### src/rtl/hazard_scoreboard.sv
// hazard_scoreboard: decode-stage RAW hazard detector with a DEPTH-entry
// shift scoreboard of in-flight register writes and optional forwarding.
//
// Ports:
//   clk, reset          - rising-edge clock, synchronous active-high reset
//   instr_valid         - decode slot holds a real instruction
//   src_a/src_a_used    - rs field and its read enable
//   src_b/src_b_used    - rt field and its read enable
//   dst/dst_we/is_load  - destination, regfile write enable, load flag
//   flush               - kill the decode-slot instruction
//   hold                - freeze the scoreboard and counter
//   stall_out           - insert bubble, hold PC/IF/ID
//   fwd_sel_a/fwd_sel_b - 0 = regfile, k = forward from entry k-1
//   stall_count         - saturating stall-cycle counter
module hazard_scoreboard #(
    parameter int DEPTH   = 3,
    parameter int FORWARD = 0,
    parameter int CNT_W   = 16,
    parameter int SEL_W   = $clog2(DEPTH + 1)
) (
    input  logic             clk,
    input  logic             reset,
    input  logic             instr_valid,
    input  logic [4:0]       src_a,
    input  logic             src_a_used,
    input  logic [4:0]       src_b,
    input  logic             src_b_used,
    input  logic [4:0]       dst,
    input  logic             dst_we,
    input  logic             is_load,
    input  logic             flush,
    input  logic             hold,
    output logic             stall_out,
    output logic [SEL_W-1:0] fwd_sel_a,
    output logic [SEL_W-1:0] fwd_sel_b,
    output logic [CNT_W-1:0] stall_count
);

    // Entry 0 is the youngest instruction, just past decode.
    logic [DEPTH-1:0] sb_v;
    logic [DEPTH-1:0] sb_we;
    logic [DEPTH-1:0] sb_ld;
    logic [4:0]       sb_dst [DEPTH];

    logic [DEPTH-1:0] writing;
    logic [DEPTH-1:0] match_a;
    logic [DEPTH-1:0] match_b;
    logic [DEPTH-1:0] elig_a;
    logic [DEPTH-1:0] elig_b;
    logic [SEL_W-1:0] sel_a;
    logic [SEL_W-1:0] sel_b;
    logic             raw;

    always_comb begin
        writing = '0;
        match_a = '0;
        match_b = '0;
        elig_a  = '0;
        elig_b  = '0;
        for (int e = 0; e < DEPTH; e++) begin
            writing[e] = sb_v[e] & sb_we[e] & (sb_dst[e] != 5'd0);
            match_a[e] = src_a_used & writing[e] & (sb_dst[e] == src_a);
            match_b[e] = src_b_used & writing[e] & (sb_dst[e] == src_b);
            // A load still in entry 0 has no data yet; it cannot forward.
            elig_a[e]  = match_a[e] & ((e != 0) | ~sb_ld[e]);
            elig_b[e]  = match_b[e] & ((e != 0) | ~sb_ld[e]);
        end
    end

    // Scan oldest to youngest so the youngest producer wins.
    always_comb begin
        sel_a = '0;
        sel_b = '0;
        for (int e = DEPTH - 1; e >= 0; e--) begin
            if (elig_a[e]) sel_a = SEL_W'(e + 1);
            if (elig_b[e]) sel_b = SEL_W'(e + 1);
        end
    end

    always_comb begin
        if (FORWARD != 0) raw = (match_a[0] | match_b[0]) & sb_ld[0];
        else              raw = (|match_a) | (|match_b);
    end

    assign stall_out = instr_valid & raw & ~flush & ~reset;

    always_comb begin
        fwd_sel_a = '0;
        fwd_sel_b = '0;
        if (FORWARD != 0 && !stall_out && !reset) begin
            fwd_sel_a = sel_a;
            fwd_sel_b = sel_b;
        end
    end

    // Valid bits and the counter carry reset; payload fields need none.
    always_ff @(posedge clk) begin
        if (reset) begin
            sb_v        <= '0;
            stall_count <= '0;
        end else if (!hold) begin
            for (int e = DEPTH - 1; e > 0; e--) sb_v[e] <= sb_v[e-1];
            sb_v[0] <= instr_valid & ~stall_out & ~flush;
            if (stall_out && !(&stall_count))
                stall_count <= stall_count + CNT_W'(1);
        end
    end

    always_ff @(posedge clk) begin
        if (!reset && !hold) begin
            for (int e = DEPTH - 1; e > 0; e--) begin
                sb_dst[e] <= sb_dst[e-1];
                sb_we[e]  <= sb_we[e-1];
                sb_ld[e]  <= sb_ld[e-1];
            end
            sb_dst[0] <= dst;
            sb_we[0]  <= dst_we;
            sb_ld[0]  <= is_load;
        end
    end

endmodule

### config.mk
export PLATFORM = sky130hd
export DESIGN_NAME = hazard_scoreboard
export DESIGN_NICKNAME = d
export VERILOG_FILES = /design/src/rtl/hazard_scoreboard.sv
export SDC_FILE = /design/constraint.sdc
export NUM_CORES = 1
export LEC_CHECK = 0
export BUFFER_PORTS_ARGS = -buffer_cell sky130_fd_sc_hd__buf_2
export CAP_MARGIN = 20
export CORE_ASPECT_RATIO = 0.75
export CORE_MARGIN = 2
export CORE_UTILIZATION = 40
export DETAILED_ROUTE_END_ITERATION = 10
export GPL_ROUTABILITY_DRIVEN = 1
export GPL_TIMING_DRIVEN = 0
export PLACE_DENSITY = 0.66
export SYNTH_ARGS = -nofsm -noshare
export SYNTH_HDL_FRONTEND = slang
export SYNTH_SLANG_ARGS = --single-unit
### constraint.sdc
create_clock -name clk -period 3.2 [get_ports clk]
set_clock_uncertainty 0.2 [all_clocks]
set_input_delay 0.48 -clock clk [delete_from_list [all_inputs] [get_ports clk]]
set_output_delay 0.48 -clock clk [all_outputs]
set_load 0.02 [all_outputs]
==> metrics.md, run 1 <==
| Metric | Value |
|---|---|
| Vias in the first global route | `1,519` |
| Warnings, synthesis | `0` |
| Leak | `0.986 nW` |
| Fillers | `467` |
| First-pass GRT wire length | `7230 µm` |
| Max Buffers Root-to-Sink | `2` |
| Part of the Yosys area used for sequential elements | `44.3%` |
| Total die area | `5800 µm²` |
| IO Pins | `45` |
| R2R Path Start | `sb_dst[0][2]` |
| R2R setup slack | `0.56 ns` |
| Min-delay worst type | `input port to register` |
| Std-Cell Rows | `22` |
| Nets | `266` |
| CTS H-tree lvls | `2` |
| Routed via count | `1,584` |
| Synth Area per Inst | `10.8 µm²` |
| Post-DP HPWL | `3320 µm` |
| Setup Crit Path Kind | `register to primary output` |
| Synth Area in Simple Gates | `19.7%` |
| Main combinational cell family by area after synthesis | `simple AND/OR/NAND/NOR gates` |
| Slew HR | `35.1%` |
| Maximum capacitance violations | `0` |
| Fin crit share | `90.1%` |
| Post-synthesis xor/xnor area fraction | `16.0%` |
| Slew Viols, Final | `0` |
| Total CTS buffers | `5` |
| Distinct cells, synth | `44` |
| Routed WL | `4320 µm` |
| Mapped cell area | `2080 µm²` |
| RSZ-0062 raised after global routing | `false` |
| CTS tree | `yes` |
| Fin. Hold Viols | `0` |
| Final Util | `49.6%` |
| Worst setup path end | `stall_out` |
| Worst slew pin tran | `0.970 ns` |
| CP Launch Point | `sb_dst[0][2]` |
| Clock sink count | `37` |
| Starting Density | `42.0%` |
| Largest net degree at the start of global routing | `15` |
| CP Data Arrival Time | `2.20 ns` |
| Syn Inst Count | `193` |
| GRT overflow | `0` |
| GPL Wtd Cong | `0.878` |
| CTS root buffer | `clkbuf_8` |
| Worst Path Max Fanout | `8` |
| Worst-path clk slew | `0.08 ns` |
| Total core area | `4950 µm²` |
| Status | `finished clean` |
| First DRT Iteration DRCs | `102` |
| CP endpoint kind | `primary output` |
| FMAX | `0.347 GHz` |
| Layout cells sized above 1 | `29.3%` |
| DRT antenna net count | `0` |
| Post-CTS Hold Fix Bufs | `0` |
| Share of flip-flops with an asynchronous set or reset | `0%` |
| PD cells | `381 nW/µm²` |
| Reg2Reg Capture Point | `sb_v[0]` |
| # Post-CTS Setup Buffers | `0` |
| N_diodes | `0` |
| Hold Worst Slack | `0.161 ns` |
| Pre-CTS WS | `0.473 ns` |
| Startpoint class of the critical path | `register` |
| Total global-route track usage | `16.2%` |
| Final Total Pwr | `0.937 mW` |
| Area fraction in compound gates after synthesis | `10.7%` |
| Drt drc | `0` |
| Die X | `87.3 µm` |
| IO Port Bufs | `37` |
| Worst Slack Setup Final | `0.318 ns` |
| Layout area overhead | `18.1%` |
| Post-layout minimum cycle time | `2.88 ns` |
| Post-Synth Adder-Cell Area | `0.601%` |
| Main synth FF type | `dfxtp_1` |
| Die height | `66.5 µm` |
| Vias per cell | `5.25` |
| Fin Setup TNS | `0 ns` |
| Final setup violation count | `0` |
| R2R cell count | `6` |
| DRT Pass-1 Iters | `4` |
| Insertion delay to the later sink of the worst-skew pair | `0.29 ns` |
| Mux share of post-synthesis cell area | `3.07%` |
| Routed WL per cell | `14.3 µm` |
| Antenna violations before repair | `0` |
| Max VDD drop | `0.211 mV` |
| #FFs+latches synth | `37` |
| Crit path required time | `2.52 ns` |
| EDFF count, synth | `18` |
| Resize count post-CTS | `0` |
==> layout make-up <==
class / count / area (µm²) / share of cell area [%]
Tap cell: 60 / 75.1 / 3.05
Timing Repair Buffer: 38 / 196 / 7.99
Buffer: 12 / 111 / 4.53
Multi-Input combinational cell: 146 / 1060 / 43.0
Clock buffer: 5 / 68.8 / 2.80
Sequential cell: 37 / 921 / 37.5
Inverter: 1 / 3.75 / 0.153
Clock inverter: 3 / 25.0 / 1.02
==> worst min-delay path by stage <==
| stage | start | to | cells past startpoint |
|---|---|---|---|
| after CTS | dst[4] | sb_dst[0][4] | 1 |
| after global routing | dst[2] | sb_dst[0][2] | 1 |
| after global placement | sb_we[0] | sb_we[1] | 0 |
| after detailed placement | sb_we[0] | sb_we[1] | 0 |
| final | dst[4] | sb_dst[0][4] | 1 |
| after floorplan | sb_we[0] | sb_we[1] | 0 |
==> cell families after synthesis <==
group                      Yosys count
AOI/OAI and AO/OA                   25
DFF                                 37
xor gates and xnor gates            38
and+or+nand+nor                     72
other                                1
adders and majority gates            1
muxes                                6
buffers and inverters               13
==> where the power goes <==
group	internal, mW	switching [mW]	total (mW)
registers	0.509	0.0120	0.521
clock network	0.157	0.175	0.332
logic	0.0388	0.0453	0.0841
==> flip-flops by register name, indices dropped and copies added (netlist names) <==
signal and cells:
sb_we 3, stall_count 16, sb_dst 15, sb_v 3
==> routing by layer <==
| layer | up-vias | global-route usage [%] | share of wire (%) | routed length [µm] |
|---|---|---|---|---|
| met5 | - | 0 | 0 | 0 |
| met4 | 0 | 4.81 | 0.76 | 33 |
| met3 | 7 | 3.59 | 6.5 | 281 |
| met2 | 54 | 23.5 | 44 | 1880 |
| met1 | 729 | 24.0 | 49 | 2120 |
| li1 | 794 | - | - | - |
==> Yosys cell counts (3+ instances only) <==
library cell  number  area share (%)
and3_2             5             1.8
nor2_1            22             4.0
nand3_1           12             2.9
a311oi_1           7             2.9
and3_1             3            0.90
buf_6              5             2.7
mux2_1             3             1.6
buf_4              5             1.8
nor2b_1            3            0.90
xnor2_1           14             5.9
dfxtp_1           19              18
edfxtp_1          18              26
nor4_1             6             1.8
nand2b_1           4             1.2
a21oi_1            5             1.2
mux2i_1            3             1.4
xor2_1            24              10
==> worst max-delay path, cell delays in order (launching register included) <==
cell and delay, ns:
edfxtp_1 0.48, or4_1 0.53, o2111ai_1 0.29, o21bai_2 0.30, nand3_4 0.12, buf_2 0.18
==> placed cells by master, fill, tap and decap left out, types with 5 or more instances in the layout <==
master,n
xor2_1,24
nand3_1,12
dfxtp_1,19
nor4_1,6
nor2_1,22
buf_4,5
buf_2,37
edfxtp_1,18
and3_2,5
buf_6,6
a21oi_1,5
a311oi_1,7
xnor2_1,14
clkbuf_8,6
==> stage by stage <==
stage,area [µm²],instances
finish,2460,302
global route,2460,302
CTS,2460,302
detailed placement,2360,294
global placement,2350,293
floorplan,2090,196
(Power assumes the default switching activity.)
==> run 2, diff against run 1 <==
PLACE_DENSITY = 0.68   (was 0.66)
clock period = 2.5 ns   (was 3.2 ns; I/O delays follow)
==> metrics.md, run 2 (synthesis gave the netlist of run 1 again) <==
| Metric | Value |
|---|---|
| Fin crit share | `104%` |
| Max VDD drop | `0.271 mV` |
| First-pass GRT wire length | `7790 µm` |
| Worst path bufs/invs | `2` |
| Sw frac | `26.2%` |
| Worst-path clk slew | `0.08 ns` |
| Std-Cell Rows | `22` |
| Violated checks | `setup timing` |
| Final Total Pwr | `1.24 mW` |
| Slowest cell on the critical path | `edfxtp_1` |
| IO Port Bufs | `37` |
| Antenna violations before repair | `0` |
| Drt drc | `0` |
| Int Pwr | `0.913 mW` |
| Reg power frac | `53.6%` |
| Crit path required time | `1.92 ns` |
| Largest Register | `stall_count` |
| Startpoint class of the critical path | `register` |
| Total CTS buffers | `5` |
| Vias per cell | `5.20` |
| Commonest non-fill, non-tap cell in the layout | `buf_2` |
| Worst Path Max Fanout | `6` |
| Switching component of the power | `0.324 mW` |
| Routed WL | `4850 µm` |
| Routed WL per cell | `15.0 µm` |
| Most frequent cells in the layout | `36 x buf_2, 25 x buf_4, 24 x xor2_1` |
| Leak | `1.10 nW` |
| IO Pins | `45` |
| Combinational Power Share | `10.7%` |
| CP endpoint kind | `primary output` |
| Worst slew pin tran | `0.822 ns` |
| Pre-CTS WS | `-0.129 ns` |
| Slew Viols, Final | `0` |
| Die X | `87.3 µm` |
| Fin. Hold Viols | `0` |
| Setup Crit Path Kind | `register to primary output` |
| Worst Slack Setup Final | `-0.101 ns` |
| GPL Wtd Cong | `0.886` |
| Fillers | `413` |
| Crit-path cells | `xor2_1 > nor4_1 > nand3_1 > a221o_1 > buf_6 > nand3_4 > buf_6` |
| DRT antenna net count | `0` |
| DRT Pass-1 Iters | `4` |
| Layout cells sized above 1 | `41.4%` |
| RSZ-0062 raised after global routing | `true` |
| Clock power share | `35.7%` |
| Nets | `287` |
| Total core area | `4950 µm²` |
| Total global-route track usage | `17.8%` |
| CTS root buffer | `clkbuf_8` |
| PD cells | `452 nW/µm²` |
| CP Data Arrival Time | `2.03 ns` |
| CTS H-tree lvls | `2` |
| Post-DP HPWL | `3330 µm` |
| First DRT Iteration DRCs | `127` |
| R2R cell count | `8` |
| Starting Density | `42.0%` |
| WP depth | `7` |
| Maximum capacitance violations | `0` |
| Max Buffers Root-to-Sink | `2` |
| FMAX | `0.385 GHz` |
| Final setup violation count | `10` |
| Clock sink count | `37` |
| Largest net degree at the start of global routing | `15` |
| GRT overflow | `0` |
| Die height | `66.5 µm` |
| Max FFs per register | `16` |
| Critical path's most frequent cell | `buf_6` |
| CTS tree | `yes` |
| Min-delay worst type | `input port to register` |
| CP peak stage delay | `0.44 ns` |
| Total die area | `5800 µm²` |
| Insertion delay to the later sink of the worst-skew pair | `0.30 ns` |
| Top flop regs | `stall_count (16), sb_dst (15)` |
| Routed via count | `1,680` |
| Layout area overhead | `31.4%` |
| Min-Delay Path Depth | `1` |
| Vias in the first global route | `1,585` |
| Status | `complete, but fails checks` |
| Slew HR | `45.0%` |
| CP top delay family | `simple AND/OR/NAND/NOR gates` |
| N_diodes | `0` |
| Post-layout minimum cycle time | `2.60 ns` |
==> run 2: cell count changes in the layout (fill, tap and decap cells not counted), moves of 2 or more <==
| cell | change |
|---|---|
| mux2_4 | +3 |
| a311oi_2 | +5 |
| a21oi_2 | +4 |
| mux2_1 | -3 |
| nand3_1 | -2 |
| a21oi_1 | -4 |
| buf_4 | +20 |
| a311oi_1 | -5 |
| nand3_2 | +2 |
| buf_6 | +2 |
==> run 2: what timing repair did <==
item,in CTS,in global routing
setup endpoints to repair,11,18
gates resized for setup,13,11
pin swaps,9,19
endpoints found under the hold margin,0,0
gates cloned,1,0
hold buffers,0,0
setup buffers,9,11
==> run 2: per-layer routing <==
metal | share of wire, % | vias up | track usage, %
li1 | - | 836 | -
met2 | 46 | 43 | 27.2
met3 | 4.4 | 6 | 5.58
met1 | 48 | 795 | 23.8
met4 | 1.5 | 0 | 6.54
met5 | 0 | - | 0
==> run 2: cell type report <==
class | instances | area, µm² | area share, %
plain buffers | 12 | 111 | 4.07
clock buffers | 5 | 68.8 | 2.52
clock inverters | 3 | 25.0 | 0.915
inverters | 1 | 3.75 | 0.137
multi-input cells | 146 | 1170 | 42.6
flip-flops and latches | 37 | 921 | 33.7
well taps | 60 | 75.1 | 2.74
repair buffers | 59 | 364 | 13.3
==> run 2: power by group through the flow <==
stage	registers (mW)	logic (mW)	clock network [mW]
6_report	0.663	0.133	0.441
2_1_floorplan	0.676	0.0677	0
5_1_grt	0.665	0.144	0.485
3_3_place_gp	0.680	0.104	0
4_1_cts	0.663	0.120	0.447
3_5_place_dp	0.680	0.108	0
==> run 2: worst paths after layout <==
kind               endpoint          start  slack (ns)
min            sb_dst[0][2]         dst[2]        0.05
max reg2reg  stall_count[9]  sb_dst[0][10]       -0.07
min reg2reg        sb_we[2]       sb_we[1]        0.27
max               stall_out  sb_dst[0][10]       -0.10
==> run 2: worst register-to-register path, stage by stage, from the launching register on <==
cell and delay, ns:
edfxtp_1 0.44, xor2_1 0.17, nor4_1 0.30, nand3_1 0.11, a221o_1 0.37, buf_6 0.14
o221ai_4 0.27, nand4_1 0.16, mux2_4 0.32
==> run 2: through the flow <==
step	util [%]	cells	hold WS [ns]	cell area [µm²]	setup TNS, ns
5_1_grt	55.2	323	0.0253	2740	-2.06
3_5_place_dp	47.7	294	0.251	2360	-1.07
2_1_floorplan	-	196	0.226	2090	0
3_3_place_gp	47.5	293	0.230	2350	-4.49
6_report	55.2	323	0.0538	2740	-0.357
4_1_cts	52.2	312	0.0422	2580	-0.306
